## src/rtl/toy_pkg.sv

```systemverilog
// Shared definitions for the Toy multi-cycle sequencer: opcodes, ALU and
// PC-source codes, FSM state encodings and the decoded-opcode record.
package toy_pkg;

    // Opcodes as seen on IR[15:12]
    localparam logic [3:0] OP_NOP  = 4'h0;
    localparam logic [3:0] OP_LDA  = 4'h1;
    localparam logic [3:0] OP_STA  = 4'h2;
    localparam logic [3:0] OP_ADD  = 4'h3;
    localparam logic [3:0] OP_SUB  = 4'h4;
    localparam logic [3:0] OP_AND  = 4'h5;
    localparam logic [3:0] OP_OR   = 4'h6;
    localparam logic [3:0] OP_ILL7 = 4'h7;
    localparam logic [3:0] OP_JMP  = 4'h8;
    localparam logic [3:0] OP_JZ   = 4'h9;
    localparam logic [3:0] OP_LDI  = 4'hA;
    localparam logic [3:0] OP_STT  = 4'hB;
    localparam logic [3:0] OP_MOVT = 4'hC;
    localparam logic [3:0] OP_JI   = 4'hD;
    localparam logic [3:0] OP_ILLE = 4'hE;
    localparam logic [3:0] OP_HALT = 4'hF;

    // ALU operation select
    localparam logic [2:0] ALU_ADD = 3'b000;
    localparam logic [2:0] ALU_SUB = 3'b001;
    localparam logic [2:0] ALU_AND = 3'b010;
    localparam logic [2:0] ALU_OR  = 3'b011;

    // PC source mux select
    localparam logic [1:0] SRC_PC_INC = 2'b00;
    localparam logic [1:0] SRC_PC_IR  = 2'b01;
    localparam logic [1:0] SRC_PC_MEM = 2'b10;

    // Sequencer states; the encoding is visible on state_dbg
    typedef enum logic [2:0] {
        ST_BOOT   = 3'd0,
        ST_FETCH  = 3'd1,
        ST_DECODE = 3'd2,
        ST_MEM    = 3'd3,
        ST_EXEC   = 3'd4,
        ST_HALT   = 3'd5,
        ST_ERR    = 3'd6,
        ST_PAUSE  = 3'd7
    } state_t;

    // Where DECODE sends an instruction
    typedef enum logic [2:0] {
        CLS_NOP  = 3'd0,
        CLS_MEM  = 3'd1,
        CLS_EXEC = 3'd2,
        CLS_HALT = 3'd3,
        CLS_ILL  = 3'd4
    } op_class_t;

    // Decoded controls for the memory phase of an instruction
    typedef struct packed {
        op_class_t  cls;
        logic       rd;
        logic       wr;
        logic       src_adr;
        logic       src_data;
        logic       ack_wr_a;
        logic       src_a;
        logic       ack_pc_we;
        logic [2:0] alu_op;
    } dec_t;

endpackage

```

## src/rtl/toy_op_decode.sv

```systemverilog
// Combinational opcode decoder: classifies the instruction and derives the
// data-memory request, mux selects and completion strobes of its MEM phase.
module toy_op_decode
    import toy_pkg::*;
(
    input  logic [3:0] opcode,
    output dec_t       dec
);

    // Map each opcode to its class and memory-phase controls.
    always_comb begin
        dec     = '0;
        dec.cls = CLS_ILL;
        case (opcode)
            OP_NOP:  dec.cls = CLS_NOP;
            OP_LDA: begin
                dec.cls      = CLS_MEM;
                dec.rd       = 1'b1;
                dec.ack_wr_a = 1'b1;
                dec.src_a    = 1'b1;
            end
            OP_STA: begin
                dec.cls      = CLS_MEM;
                dec.wr       = 1'b1;
                dec.src_data = 1'b1;
            end
            OP_ADD, OP_SUB, OP_AND, OP_OR: begin
                dec.cls      = CLS_MEM;
                dec.rd       = 1'b1;
                dec.ack_wr_a = 1'b1;
                // 3..6 map onto ALU_ADD..ALU_OR
                dec.alu_op   = opcode[2:0] - 3'd3;
            end
            OP_JMP, OP_JZ, OP_MOVT: dec.cls = CLS_EXEC;
            OP_LDI: begin
                dec.cls      = CLS_MEM;
                dec.rd       = 1'b1;
                dec.src_adr  = 1'b1;
                dec.ack_wr_a = 1'b1;
                dec.src_a    = 1'b1;
            end
            OP_STT: begin
                dec.cls      = CLS_MEM;
                dec.wr       = 1'b1;
            end
            OP_JI: begin
                dec.cls       = CLS_MEM;
                dec.rd        = 1'b1;
                dec.ack_pc_we = 1'b1;
            end
            OP_HALT:          dec.cls = CLS_HALT;
            OP_ILL7, OP_ILLE: dec.cls = CLS_ILL;
            default:          dec.cls = CLS_ILL;
        endcase
    end

endmodule

```

## src/rtl/toy_mc_sequencer.sv

```systemverilog
// Multi-cycle FETCH/DECODE/MEM/EXEC sequencer for the Toy accumulator
// datapath, with req/ack memory handshakes, a wait-cycle timeout, and
// terminal HALT/ERR states.
// Build option: define TOY_SSTEP_EN to park in PAUSE after every
// instruction (and after boot) until the step input is high.
module toy_mc_sequencer
    import toy_pkg::*;
#(
    parameter int MEM_TIMEOUT = 15,
    parameter int TO_W        = 4
) (
    input  logic       clk,
    input  logic       reset,
    input  logic [3:0] opcode,
    input  logic       a_zero,
    input  logic       imem_ack,
    input  logic       dmem_ack,
    input  logic       step,
    output logic       imem_req,
    output logic       ir_we,
    output logic       pc_we,
    output logic [1:0] src_pc,
    output logic [2:0] alu_op,
    output logic       wr_a,
    output logic       src_a,
    output logic       wr_t,
    output logic       rd_dmem,
    output logic       wr_dmem,
    output logic       src_adr,
    output logic       src_data,
    output logic       halted,
    output logic       err,
    output logic [2:0] state_dbg
);

`ifdef TOY_SSTEP_EN
    localparam state_t DONE_ST = ST_PAUSE;
`else
    localparam state_t DONE_ST = ST_FETCH;
    logic unused_step_s;
    assign unused_step_s = step;
`endif

    state_t          state_r;
    state_t          state_nx_s;
    logic [TO_W-1:0] to_cnt_r;
    logic            to_hit_s;
    dec_t            dec_s;

    toy_op_decode u_dec (
        .opcode (opcode),
        .dec    (dec_s)
    );

    // The cycle that would make the wait count reach MEM_TIMEOUT.
    assign to_hit_s = (to_cnt_r == TO_W'(MEM_TIMEOUT - 1));

    // State register; reset parks the FSM in BOOT so every strobe drops at once.
    always_ff @(posedge clk or posedge reset) begin
        if (reset) begin
            state_r <= ST_BOOT;
        end else begin
            state_r <= state_nx_s;
        end
    end

    // Wait-cycle counter: cleared on any state change, counts cycles spent waiting in FETCH/MEM.
    always_ff @(posedge clk or posedge reset) begin
        if (reset) begin
            to_cnt_r <= {TO_W{1'b0}};
        end else if (state_nx_s != state_r) begin
            to_cnt_r <= {TO_W{1'b0}};
        end else if ((state_r == ST_FETCH) || (state_r == ST_MEM)) begin
            to_cnt_r <= to_cnt_r + TO_W'(1);
        end else begin
            to_cnt_r <= to_cnt_r;
        end
    end

    // Next-state and strobe generation; an ack in the timeout cycle still completes.
    always_comb begin
        state_nx_s = state_r;
        imem_req   = 1'b0;
        ir_we      = 1'b0;
        pc_we      = 1'b0;
        src_pc     = SRC_PC_INC;
        alu_op     = ALU_ADD;
        wr_a       = 1'b0;
        src_a      = 1'b0;
        wr_t       = 1'b0;
        rd_dmem    = 1'b0;
        wr_dmem    = 1'b0;
        src_adr    = 1'b0;
        src_data   = 1'b0;
        case (state_r)
            ST_BOOT: state_nx_s = DONE_ST;
            ST_FETCH: begin
                imem_req = 1'b1;
                if (imem_ack) begin
                    ir_we      = 1'b1;
                    pc_we      = 1'b1;
                    src_pc     = SRC_PC_INC;
                    state_nx_s = ST_DECODE;
                end else if (to_hit_s) begin
                    state_nx_s = ST_ERR;
                end else begin
                    state_nx_s = ST_FETCH;
                end
            end
            ST_DECODE: begin
                case (dec_s.cls)
                    CLS_NOP:  state_nx_s = DONE_ST;
                    CLS_MEM:  state_nx_s = ST_MEM;
                    CLS_EXEC: state_nx_s = ST_EXEC;
                    CLS_HALT: state_nx_s = ST_HALT;
                    CLS_ILL:  state_nx_s = ST_ERR;
                    default:  state_nx_s = ST_ERR;
                endcase
            end
            ST_MEM: begin
                rd_dmem  = dec_s.rd;
                wr_dmem  = dec_s.wr;
                src_adr  = dec_s.src_adr;
                src_data = dec_s.src_data;
                if (dmem_ack) begin
                    wr_a       = dec_s.ack_wr_a;
                    src_a      = dec_s.src_a;
                    alu_op     = dec_s.alu_op;
                    pc_we      = dec_s.ack_pc_we;
                    src_pc     = dec_s.ack_pc_we ? SRC_PC_MEM : SRC_PC_INC;
                    state_nx_s = DONE_ST;
                end else if (to_hit_s) begin
                    state_nx_s = ST_ERR;
                end else begin
                    state_nx_s = ST_MEM;
                end
            end
            ST_EXEC: begin
                state_nx_s = DONE_ST;
                case (opcode)
                    OP_JMP: begin
                        pc_we  = 1'b1;
                        src_pc = SRC_PC_IR;
                    end
                    OP_JZ: begin
                        pc_we  = a_zero;
                        src_pc = SRC_PC_IR;
                    end
                    OP_MOVT: wr_t = 1'b1;
                    default: state_nx_s = ST_ERR;
                endcase
            end
            ST_HALT: state_nx_s = ST_HALT;
            ST_ERR:  state_nx_s = ST_ERR;
`ifdef TOY_SSTEP_EN
            ST_PAUSE: begin
                if (step) begin
                    state_nx_s = ST_FETCH;
                end else begin
                    state_nx_s = ST_PAUSE;
                end
            end
`else
            ST_PAUSE: state_nx_s = ST_ERR;
`endif
            default: state_nx_s = ST_ERR;
        endcase
    end

    assign halted    = (state_r == ST_HALT);
    assign err       = (state_r == ST_ERR);
    assign state_dbg = state_r;

endmodule

```

## config.mk

```make
export PLATFORM = sky130hd
export DESIGN_NAME = toy_mc_sequencer
export DESIGN_NICKNAME = d
export VERILOG_FILES = /design/src/rtl/toy_pkg.sv /design/src/rtl/toy_op_decode.sv /design/src/rtl/toy_mc_sequencer.sv
export SDC_FILE = /design/constraint.sdc
export NUM_CORES = 1
export LEC_CHECK = 0
export BUFFER_PORTS_ARGS = -buffer_cell sky130_fd_sc_hd__buf_2
export CORE_UTILIZATION = 35
export DETAILED_ROUTE_END_ITERATION = 16
export SETUP_SLACK_MARGIN = 0.1
export SYNTH_ARGS = -nofsm -noshare
export SYNTH_HDL_FRONTEND = slang
export SYNTH_SLANG_ARGS = --single-unit
```

## constraint.sdc

```tcl
create_clock -name clk -period 5.1 [get_ports clk]
set_input_delay 0 -clock clk [delete_from_list [all_inputs] [get_ports clk]]
set_output_delay 0 -clock clk [all_outputs]
set_load 0.02 [all_outputs]
```

==> results of run 1 <==
==> layer usage <==
metal	GRT usage (%)	vias up	routed length (um)
met2	29.91	38	1109
met1	24.04	458	1076
met3	5.263	2	133
li1	-	498	-
met4	2.703	0	8
met5	0	-	0
==> metrics by stage <==
step / total power, mW / instances / util [%] / setup slack [ns] / cell area (um2)
final: 0.4463 / 175 / 46.30 / 3.110 / 1064
after global routing: 0.4916 / 175 / 46.30 / 2.903 / 1064
after CTS: 0.4479 / 175 / 46.30 / 3.108 / 1064
after detailed placement: 0.3960 / 170 / 44.72 / 3.118 / 1027
after global placement: 0.3922 / 170 / 44.72 / 3.129 / 1027
after floorplan: 0.3182 / 120 / - / 3.278 / 878.3
==> worst max-delay path, cell delays in order (launching register included) <==
cell and delay [ns]:
dfrtp_1 0.61, inv_1 0.22, nor2_1 0.29, nand2_1 0.11, nor3_1 0.23, or2_1 0.13, buf_2 0.15
==> cell type report <==
cell class	instances	area [um2]
clock buffers	4	26.28
fillers	245	1234
inverters	10	37.54
multi-input cells	97	639.4
flip-flops and latches	7	175.2
well taps	28	35.03
repair buffers	29	150.1
==> cell usage after synthesis (3+ instances only) <==
master | number | area share [%]
nor2_1 | 9 | 3.8
nor3_1 | 8 | 4.6
buf_2 | 3 | 1.7
o211ai_1 | 3 | 2.6
dfrtp_1 | 7 | 20
clkbuf_1 | 3 | 1.3
a21oi_1 | 10 | 5.7
nand2_1 | 9 | 3.8
ha_1 | 6 | 8.5
nand3_1 | 3 | 1.7
inv_1 | 9 | 3.8
and2_1 | 4 | 2.8
and3_1 | 5 | 3.6
nor2b_1 | 3 | 2.1
==> report_power, final <==
part           switching (mW)  total, mW  internal [mW]
clock                  0.0196     0.0494         0.0298
combinational           0.178      0.281          0.103
sequential             0.0429      0.116         0.0732
==> final timing paths <==
check                                     endpoint  slack [ns]
max                                           wr_a        3.11
min                        to_cnt_r[0]$_DFFE_PP0P_        0.22
max reg2reg                to_cnt_r[2]$_DFFE_PP0P_        3.17
min reg2reg                to_cnt_r[3]$_DFFE_PP0P_        0.61
max in group asynchronous  to_cnt_r[1]$_DFFE_PP0P_        4.66
min in group clk            state_dbg[0]$_DFF_PP0_        0.24
==> cell families after synthesis <==
family                     count (synthesis)  share of synthesized area [%]
AOI/OAI and AO/OA                         36                          29.49
xor gates and xnor gates                   3                          2.992
adders and majority gates                  6                          8.547
buffers and inverters                     16                          7.264
DFF                                        7                          19.94
muxes                                      1                          1.140
and+or+nand+nor                           51                          30.63
==> sequential cells by signal, indices dropped and copies added (netlist names) <==
name,flops
to_cnt_r,4
state_dbg,3
==> timing repair <==
| item | 4_1_cts | 5_1_grt |
|---|---|---|
| resized for setup | 0 | 0 |
| hold buffers | 1 | 0 |
| endpoints found under the hold margin | 7 | 0 |
==> summary.txt, run 1 <==
DR iter-0 viols - 16
DR vias - 996
drt first pass iters - 4
Worst slew margin - 60.20%
WS Path Type - flip-flop to output port
Die ar. - 0.002714 mm2
Area growth, synth to finish - 21.08%
fin crit period - 1.990 ns
Post-synth ARST share - 100.0%
io pins - 30
Post-Syn Instances - 120
sequential area share after synthesis - 19.94%
CTS tree - yes
Post-synth EDFFs - 0
#FFs+latches synth - 7
Main synth FF type - dfrtp_1
R2R cell count - 7
CTS Buffer Depth - 2
Die Y - 52.10 um
PD cells - 419.7 mW/mm2
RSZ-0062 raised after global routing - no
Post-Syn Area - 878.3 um2
Leak - 0.5391 nW
Avg Inst Size Synth - 7.320 um2
total grt overflow - 0
Starting Density - 38.24%
Die W - 52.10 um
Slew @ Worst Pin - 0.5820 ns
largest net degree at the start of global routing - 18
WP data arrival - 1.99 ns
Setup TNS - 0 ns
routed wire length - 2327 um
Req. time, crit path - 5.10 ns
CP endpoint kind - output port
Hold Vio Cnt, Final - 0
Max VDD drop - 200.2 uV
hold slack - 0.2217 ns
commonest non-fill, non-tap cell in the layout - buf_2
Global Route Usage Sum - 18.33%
max cap viols - 0
Core Region - 0.002297 mm2
antenna-violating nets left - 0
Root Driver - clkbuf_4
most frequent cells in the layout - 28 x buf_2, 10 x a21oi_1, 9 x inv_1, 9 x nand2_1, 9 x nor2_1
vias in the first global route - 839
largest fanout on the critical path - 15
Synth Net Count - 136
Via density - 5.691
Tcrit/Tclk final - 39.03%
Setup crit start - state_dbg[1]$_DFF_PP0_
H-tree levels - 1
Final Wtd Congestion - 0.7773
Yosys cell types - 45
share of post-route cells with drive strength above 1 - 23.13%
max-slew violations - 0
Warnings, synthesis - 0
clk slew on worst S/H paths - 0.05 ns
Num CTS Buffers - 3
DRC - 0
outcome - completed
worst skew pair latency - 0.25 ns
ANT cells - 0
skew final - 0.0002096 ns
final net count - 164
initial antenna violation count - 0
Worst Hold Class - input port to asynchronous set/reset pin
Reg2Reg Launch Point - to_cnt_r[0]$_DFFE_PP0P_
HPWL Detailed - 1783 um
wire per inst - 13.30 um
first-pass GRT wire length - 3767 um
I/O Buffers - 28
Final Setup Violations - 0
f_max - 0.5024 GHz
CP startpoint kind - flip-flop
clk sinks - 7
row count - 17
Post-CTS Setup Inserts - 0
Note: power is estimated with default switching activity, not from simulation.
==> inputs of run 2 (changes only) <==
- clock period: 5.1 -> 1.8 ns (I/O delays scaled with it)
==> run 2 against run 1 <==
  * Routed wire length rose by 19%
  * Via count increased by 7.4%
  * First-iteration DRC count grew 6.3%
  * Non-clock buffer count grew 19
  * Die area stayed put
  * Clock skew grew 0.0042 ns
  * Critical path depth unchanged
==> summary.txt, run 2 (synthesized netlist as in run 1, its figures left out) <==
Tot Pwr - 1.583 mW (+250%)
commonest non-fill, non-tap cell in the layout - buf_2
Tcrit/Tclk final - 94.54%
max-slew violations - 0 (unchanged)
Global Route Usage Sum - 21.00% (+2.7 points)
share of post-route cells with drive strength above 1 - 43.98% (+21 points)
Final Setup Violations - 0 (unchanged)
Placed Cells - 187 (+10%)
drt first pass iters - 4 (unchanged)
DRC - 0 (unchanged)
first-pass GRT wire length - 4374 um (+16%)
max reg flops - 4 (unchanged)
Req. time, crit path - 1.97 ns (-3.13 ns)
proportion of power drawn by combinational gates - 72.0% (+9.1 points)
largest net degree at the start of global routing - 18 (unchanged)
Flop pwr share - 18.9% (-7.1 points)
Max VDD drop - 861.5 uV (+330%)
Clock Power Share - 9.1% (-2.0 points)
Worst slew margin - 72.90% (+13 points)
total grt overflow - 0 (unchanged)
CP startpoint kind - flip-flop
DR iter-0 viols - 17 (+1)
I/O Buffers - 28 (unchanged)
Hold Vio Cnt, Final - 0 (unchanged)
Die W - 52.10 um (unchanged)
Via density - 5.515 (-3.1%)
switching power - 0.8142 mW (+240%)
PD cells - 1207 mW/mm2 (+190%)
CP endpoint kind - flip-flop
Root Driver - clkbuf_4
most frequent cells in the layout - 26 x buf_2, 20 x buf_4, 10 x a21oi_1, 9 x nand2_1, 8 x nor2_1
Num CTS Buffers - 3 (unchanged)
crit-path cells - ha_4 > and3_4 > o2111ai_2 > o211ai_1 > a311o_1 > nor3_1
antenna-violating nets left - 0 (unchanged)
top sig layer - met4
HPWL Detailed - 2104 um (+18%)
io pins - 30 (unchanged)
initial antenna violation count - 0 (unchanged)
Post-Layout Cell Count - 194 (+11%)
H-tree levels - 1 (unchanged)
Routed met1 length - 1257 um (+17%)
Reg with most FFs - to_cnt_r
Layout fillers - 229 (-6.5%)
worst skew pair latency - 0.25 ns (about the same)
clk sinks - 7 (unchanged)
routed wire length - 2773 um (+19%)
fin crit period - 1.702 ns
ANT cells - 0 (unchanged)
max cap viols - 0 (unchanged)
Die ar. - 0.002714 mm2 (unchanged)
WP data arrival - 1.87 ns (-0.12 ns)
Die Y - 52.10 um (unchanged)
met3 WL - 89 um (-33%)
final net count - 183 (+12%)
CTS Buffer Depth - 2 (unchanged)
CP max stage delay - 0.40 ns (-0.21 ns)
Final Wtd Congestion - 0.8693 (+12%)
f_max - 0.5877 GHz
Worst Hold Class - input port to asynchronous set/reset pin
final worst setup slack - 0.09835 ns (-3.011 ns)
crit path max-delay cell type - dfrtp_1
Cell Int Power - 0.7688 mW (+270%)
Switching Share - 51.43% (-2.4 points)
Area growth, synth to finish - 49.29%
largest fanout on the critical path - 4 (-11)
Place WS - -0.01928 ns (-3.137 ns)
Starting Density - 38.24% (unchanged)
vias in the first global route - 984 (+17%)
Slew @ Worst Pin - 0.4040 ns (-0.1779 ns)
DR vias - 1070 (+7.4%)
CTS tree - yes
skew final - 0.004393 ns (+0.004184 ns)
outcome - completed
hold slack - 0.2153 ns (-0.006368 ns)
clk slew on worst S/H paths - 0.05 ns (about the same)
row count - 17 (unchanged)
wire per inst - 14.29 um (+7.5%)
WL met2 - 1404 um (+27%)
WS Path Type - flip-flop to flip-flop
Core Region - 0.002297 mm2 (unchanged)
RSZ-0062 raised after global routing - yes
Setup TNS - 0 ns (unchanged)
Leak - 0.6293 nW (+17%)
-- run 2: cell types whose count changed in the layout (fill, tap and decap cells not counted), moves of 2 or more --
cell	delta
buf_4	+20
inv_2	+4
buf_2	-2
ha_1	-3
nor3_1	-2
dfrtp_2	+2
nor3_2	+2
and3_1	-2
inv_1	-5
dfrtp_1	-2
ha_4	+3
and3_4	+2
-- run 2: power by group through the flow --
stage	combinational [mW]	clock (mW)	sequential [mW]
CTS	1.01	0.147	0.284
global placement	0.978	0	0.278
finish	1.14	0.144	0.299
floorplan	0.603	0	0.305
global route	1.24	0.156	0.308
detailed placement	0.983	0	0.280
-- run 2: per-stage QoR --
stage,utilization [%],area [um2]
final,57.08,1311
after global routing,57.08,1311
after CTS,52.67,1210
after detailed placement,50.60,1162
after global placement,50.60,1162
after floorplan,-,887.1
-- run 2: area by class of cell --
class                   instances  area [um2]  share of cell area (%)
clock buffers                   4       26.28                   2.004
flip-flops and latches          7       177.7                   13.55
well taps                      28       35.03                   2.672
inverters                      10       41.29                   3.149
multi-input cells              97       733.2                   55.92
repair buffers                 48       297.8                   22.71
-- run 2: worst max-delay path, delay by kind of cell, from the launching register on --
kind | cells | cell delay, ns
AOI/OAI and AO/OA | 3 | 0.69
adders and majority gates | 1 | 0.17
DFF | 1 | 0.40
and+or+nand+nor | 2 | 0.37
-- run 2: timing repair --
action                                  in CTS  in global routing
hold buffers                                 1                  0
endpoints found under the setup margin       8                  9
endpoints found under the hold margin        7                  0
buffers inserted                             0                  2
pin swaps                                    0                  6
gates cloned                                 0                  0
resized for setup                            4                 21
-- run 2: path summary, 6_finish.rpt --
| kind | startpoint | to | slack [ns] | depth (start not counted) |
|---|---|---|---|---|
| worst max-delay path | to_cnt_r[1]$_DFFE_PP0P_ | to_cnt_r[3]$_DFFE_PP0P_ | 0.1 | 6 |
| worst min-delay path | reset | to_cnt_r[0]$_DFFE_PP0P_ | 0.22 | 3 |
| worst max register to register | to_cnt_r[1]$_DFFE_PP0P_ | to_cnt_r[3]$_DFFE_PP0P_ | 0.1 | 6 |
| worst min register to register | to_cnt_r[3]$_DFFE_PP0P_ | to_cnt_r[3]$_DFFE_PP0P_ | 0.62 | 2 |
| max in group asynchronous | reset | state_dbg[2]$_DFF_PP0_ | 1.35 | 3 |
| min in group clk | dmem_ack | state_dbg[0]$_DFF_PP0_ | 0.26 | 4 |
-- run 2: per-layer routing --
layer / GRT usage (%) / vias up
met1: 27.07 / 505
met5: 0 / -
li1: - / 536
met4: 0.9009 / 0
met2: 36.97 / 27
met3: 4.678 / 2
==> inputs of run 3 (changes only) <==
- CTS_BUF_LIST: default -> sky130_fd_sc_hd__clkbuf_4 sky130_fd_sc_hd__clkbuf_8
==> run 3 against run 2 <==
  * Critical path depth unchanged
  * Total power increased by 1.1%
  * Register-to-register slack got worse by 0.02 ns
  * Sequential share of layout area is essentially flat
  * Clock skew decreased by 0.0024 ns
  * Clock power increased by 10%
  * Critical path type unchanged
  * Critical endpoint unchanged
  * Largest cell class unchanged
==> summary.txt, run 3 (synthesized netlist as in run 1, its figures left out) <==
share of post-route cells with drive strength above 1 - 44.58% (+0.60 points)
initial antenna violation count - 0 (unchanged)
CP endpoint kind - flip-flop
Final Wtd Congestion - 0.8693 (unchanged)
Worst Hold Class - input port to asynchronous set/reset pin
WP data arrival - 1.89 ns (+0.02 ns)
DR vias - 1068 (-0.19%)
Worst path top cell family by delay - compound AO/OA/AOI/OAI gates
Slew @ Worst Pin - 0.4036 ns (-0.0004960 ns)
Hold Vio Cnt, Final - 0 (unchanged)
routed wire length - 2781 um (+0.29%)
vias in the first global route - 985 (+0.10%)
HPWL Detailed - 2104 um (unchanged)
FF-to-FF setup slack - 0.08 ns (-0.02 ns)
Core Region - 0.002297 mm2 (unchanged)
Post-Layout Cell Count - 194 (unchanged)
clk slew on worst S/H paths - 0.05 ns (about the same)
Worst slew margin - 72.93% (about the same)
antenna-violating nets left - 0 (unchanged)
Max VDD drop - 861.1 uV (about the same)
Place WS - -0.01928 ns (unchanged)
largest fanout on the critical path - 4 (unchanged)
f_max - 0.5819 GHz (-0.98%)
outcome - completed
crit-path cells - ha_4 > and3_4 > o2111ai_2 > o211ai_1 > a311o_1 > nor3_1
Reg2Reg Launch Point - to_cnt_r[1]$_DFFE_PP0P_
worst skew pair latency - 0.25 ns (about the same)
max reg flops - 4 (unchanged)
Req. time, crit path - 1.97 ns (about the same)
Die Y - 52.10 um (unchanged)
max-slew violations - 0 (unchanged)
Global Route Usage Sum - 21.00% (unchanged)
end point of the critical path - to_cnt_r[3]$_DFFE_PP0P_
CTS Buffer Depth - 2 (unchanged)
fin crit period - 1.718 ns (+0.01679 ns)
Root Driver - clkbuf_4
Starting Density - 38.24% (unchanged)
R2R cell count - 6 (unchanged)
skew final - 0.002014 ns (-0.002379 ns)
I/O Buffers - 28 (unchanged)
Num CTS Buffers - 3 (unchanged)
final worst setup slack - 0.08156 ns (-0.01679 ns)
Via density - 5.505 (-0.19%)
PD cells - 1217 mW/mm2 (+0.80%)
most frequent cells in the layout - 26 x buf_2, 20 x buf_4, 10 x a21oi_1, 9 x nand2_1, 8 x nor2_1
crit path max-delay cell type - a311o_1
DRC - 0 (unchanged)
Die ar. - 0.002714 mm2 (unchanged)
Setup crit start - to_cnt_r[1]$_DFFE_PP0P_
CP max stage delay - 0.41 ns (about the same)
number of cells on the critical path - 6 (unchanged)
io pins - 30 (unchanged)
H-tree levels - 1 (unchanged)
CTS tree - yes
total grt overflow - 0 (unchanged)
Reg with most FFs - to_cnt_r
proportion of power drawn by combinational gates - 71.4% (-0.6 points)
Layout fillers - 226 (-1.3%)
first-pass GRT wire length - 4374 um (unchanged)
r2r endpoint - to_cnt_r[3]$_DFFE_PP0P_
DR iter-0 viols - 15 (-2)
ANT cells - 0 (unchanged)
Leak - 0.6327 nW (+0.54%)
largest net degree at the start of global routing - 18 (unchanged)
commonest non-fill, non-tap cell in the layout - buf_2
Flop pwr share - 18.7% (-0.2 points)
Layout Utilization - 57.24% (+0.16 points)
Final Setup Violations - 0 (unchanged)
WP buf/inv - 0 (unchanged)
row count - 17 (unchanged)
Area growth, synth to finish - 49.72%
Switching Share - 51.01% (-0.43 points)
Multi-input gate area - 733.2 um2 (unchanged)
Tcrit/Tclk final - 95.47% (+0.93 points)
clk sinks - 7 (unchanged)
wire per inst - 14.34 um (+0.29%)
final net count - 183 (unchanged)
WS Path Type - flip-flop to flip-flop
Placed Cells - 187 (unchanged)
sequential standard cell area - 177.7 um2 (unchanged)
CP startpoint kind - flip-flop
Cell Int Power - 0.7840 mW (+2.0%)
drt first pass iters - 4 (unchanged)
max cap viols - 0 (unchanged)
switching power - 0.8163 mW (+0.26%)
Clock Power Share - 9.9% (+0.8 points)
Die W - 52.10 um (unchanged)
RSZ-0062 raised after global routing - yes
-- run 3: cell counts in the layout (fill, tap and decap cells not counted) --
No cell type changed its count.
-- run 3: cell type report --
class / count / share of cell area, %
inverters: 10 / 3.140
well taps: 28 / 2.664
multi-input cells: 97 / 55.76
clock buffers: 4 / 2.284
flip-flops and latches: 7 / 13.51
repair buffers: 48 / 22.65
-- run 3: worst min-delay path by stage --
stage	from	end	slack [ns]	cells after the start
after detailed placement	reset	state_dbg[1]$_DFF_PP0_	-0.06	2
final	reset	to_cnt_r[0]$_DFFE_PP0P_	0.22	3
after floorplan	reset	state_dbg[0]$_DFF_PP0_	-0.20	1
after CTS	reset	state_dbg[0]$_DFF_PP0_	0.22	3
after global routing	reset	state_dbg[0]$_DFF_PP0_	0.23	3
after global placement	reset	state_dbg[1]$_DFF_PP0_	-0.07	2
-- run 3: per-layer routing --
layer	up-vias	track usage [%]	part of all wire [%]
met5	-	0	0
met4	0	0.9009	0.76
met3	2	4.678	3.5
met2	28	36.97	51
met1	502	27.07	45
li1	536	-	-
-- run 3: metrics by stage --
| stage | setup TNS [ns] | area, um2 | hold WS [ns] | power, mW |
|---|---|---|---|---|
| floorplan | 0 | 887.1 | -0.1966 | 0.9078 |
| global placement | 0 | 1162 | -0.06597 | 1.256 |
| detailed placement | -0.01928 | 1162 | -0.05775 | 1.263 |
| CTS | 0 | 1214 | 0.2169 | 1.454 |
| global route | -0.02495 | 1315 | 0.2313 | 1.721 |
| finish | 0 | 1315 | 0.2190 | 1.600 |
-- run 3: worst register-to-register path, cell delays in order (launching register included) --
cell	delay, ns
dfrtp_1	0.40
ha_4	0.17
and3_4	0.19
o2111ai_2	0.18
o211ai_1	0.11
a311o_1	0.41
nor3_1	0.18
-- run 3: what timing repair did --
action / in CTS / in global routing
setup endpoints to repair: 8 / 9
pin swaps: 0 / 6
hold buffers: 1 / 0
endpoints found under the hold margin: 7 / 0
gates resized for setup: 4 / 21
buffers inserted: 0 / 2
-- run 3: power by group through the flow --
| stage | Combinational [mW] | Clock (mW) | Sequential (mW) |
|---|---|---|---|
| finish | 1.14 | 0.159 | 0.299 |
| global route | 1.24 | 0.172 | 0.308 |
| CTS | 1.01 | 0.163 | 0.284 |
| detailed placement | 0.983 | 0 | 0.280 |
| global placement | 0.978 | 0 | 0.278 |
| floorplan | 0.603 | 0 | 0.305 |
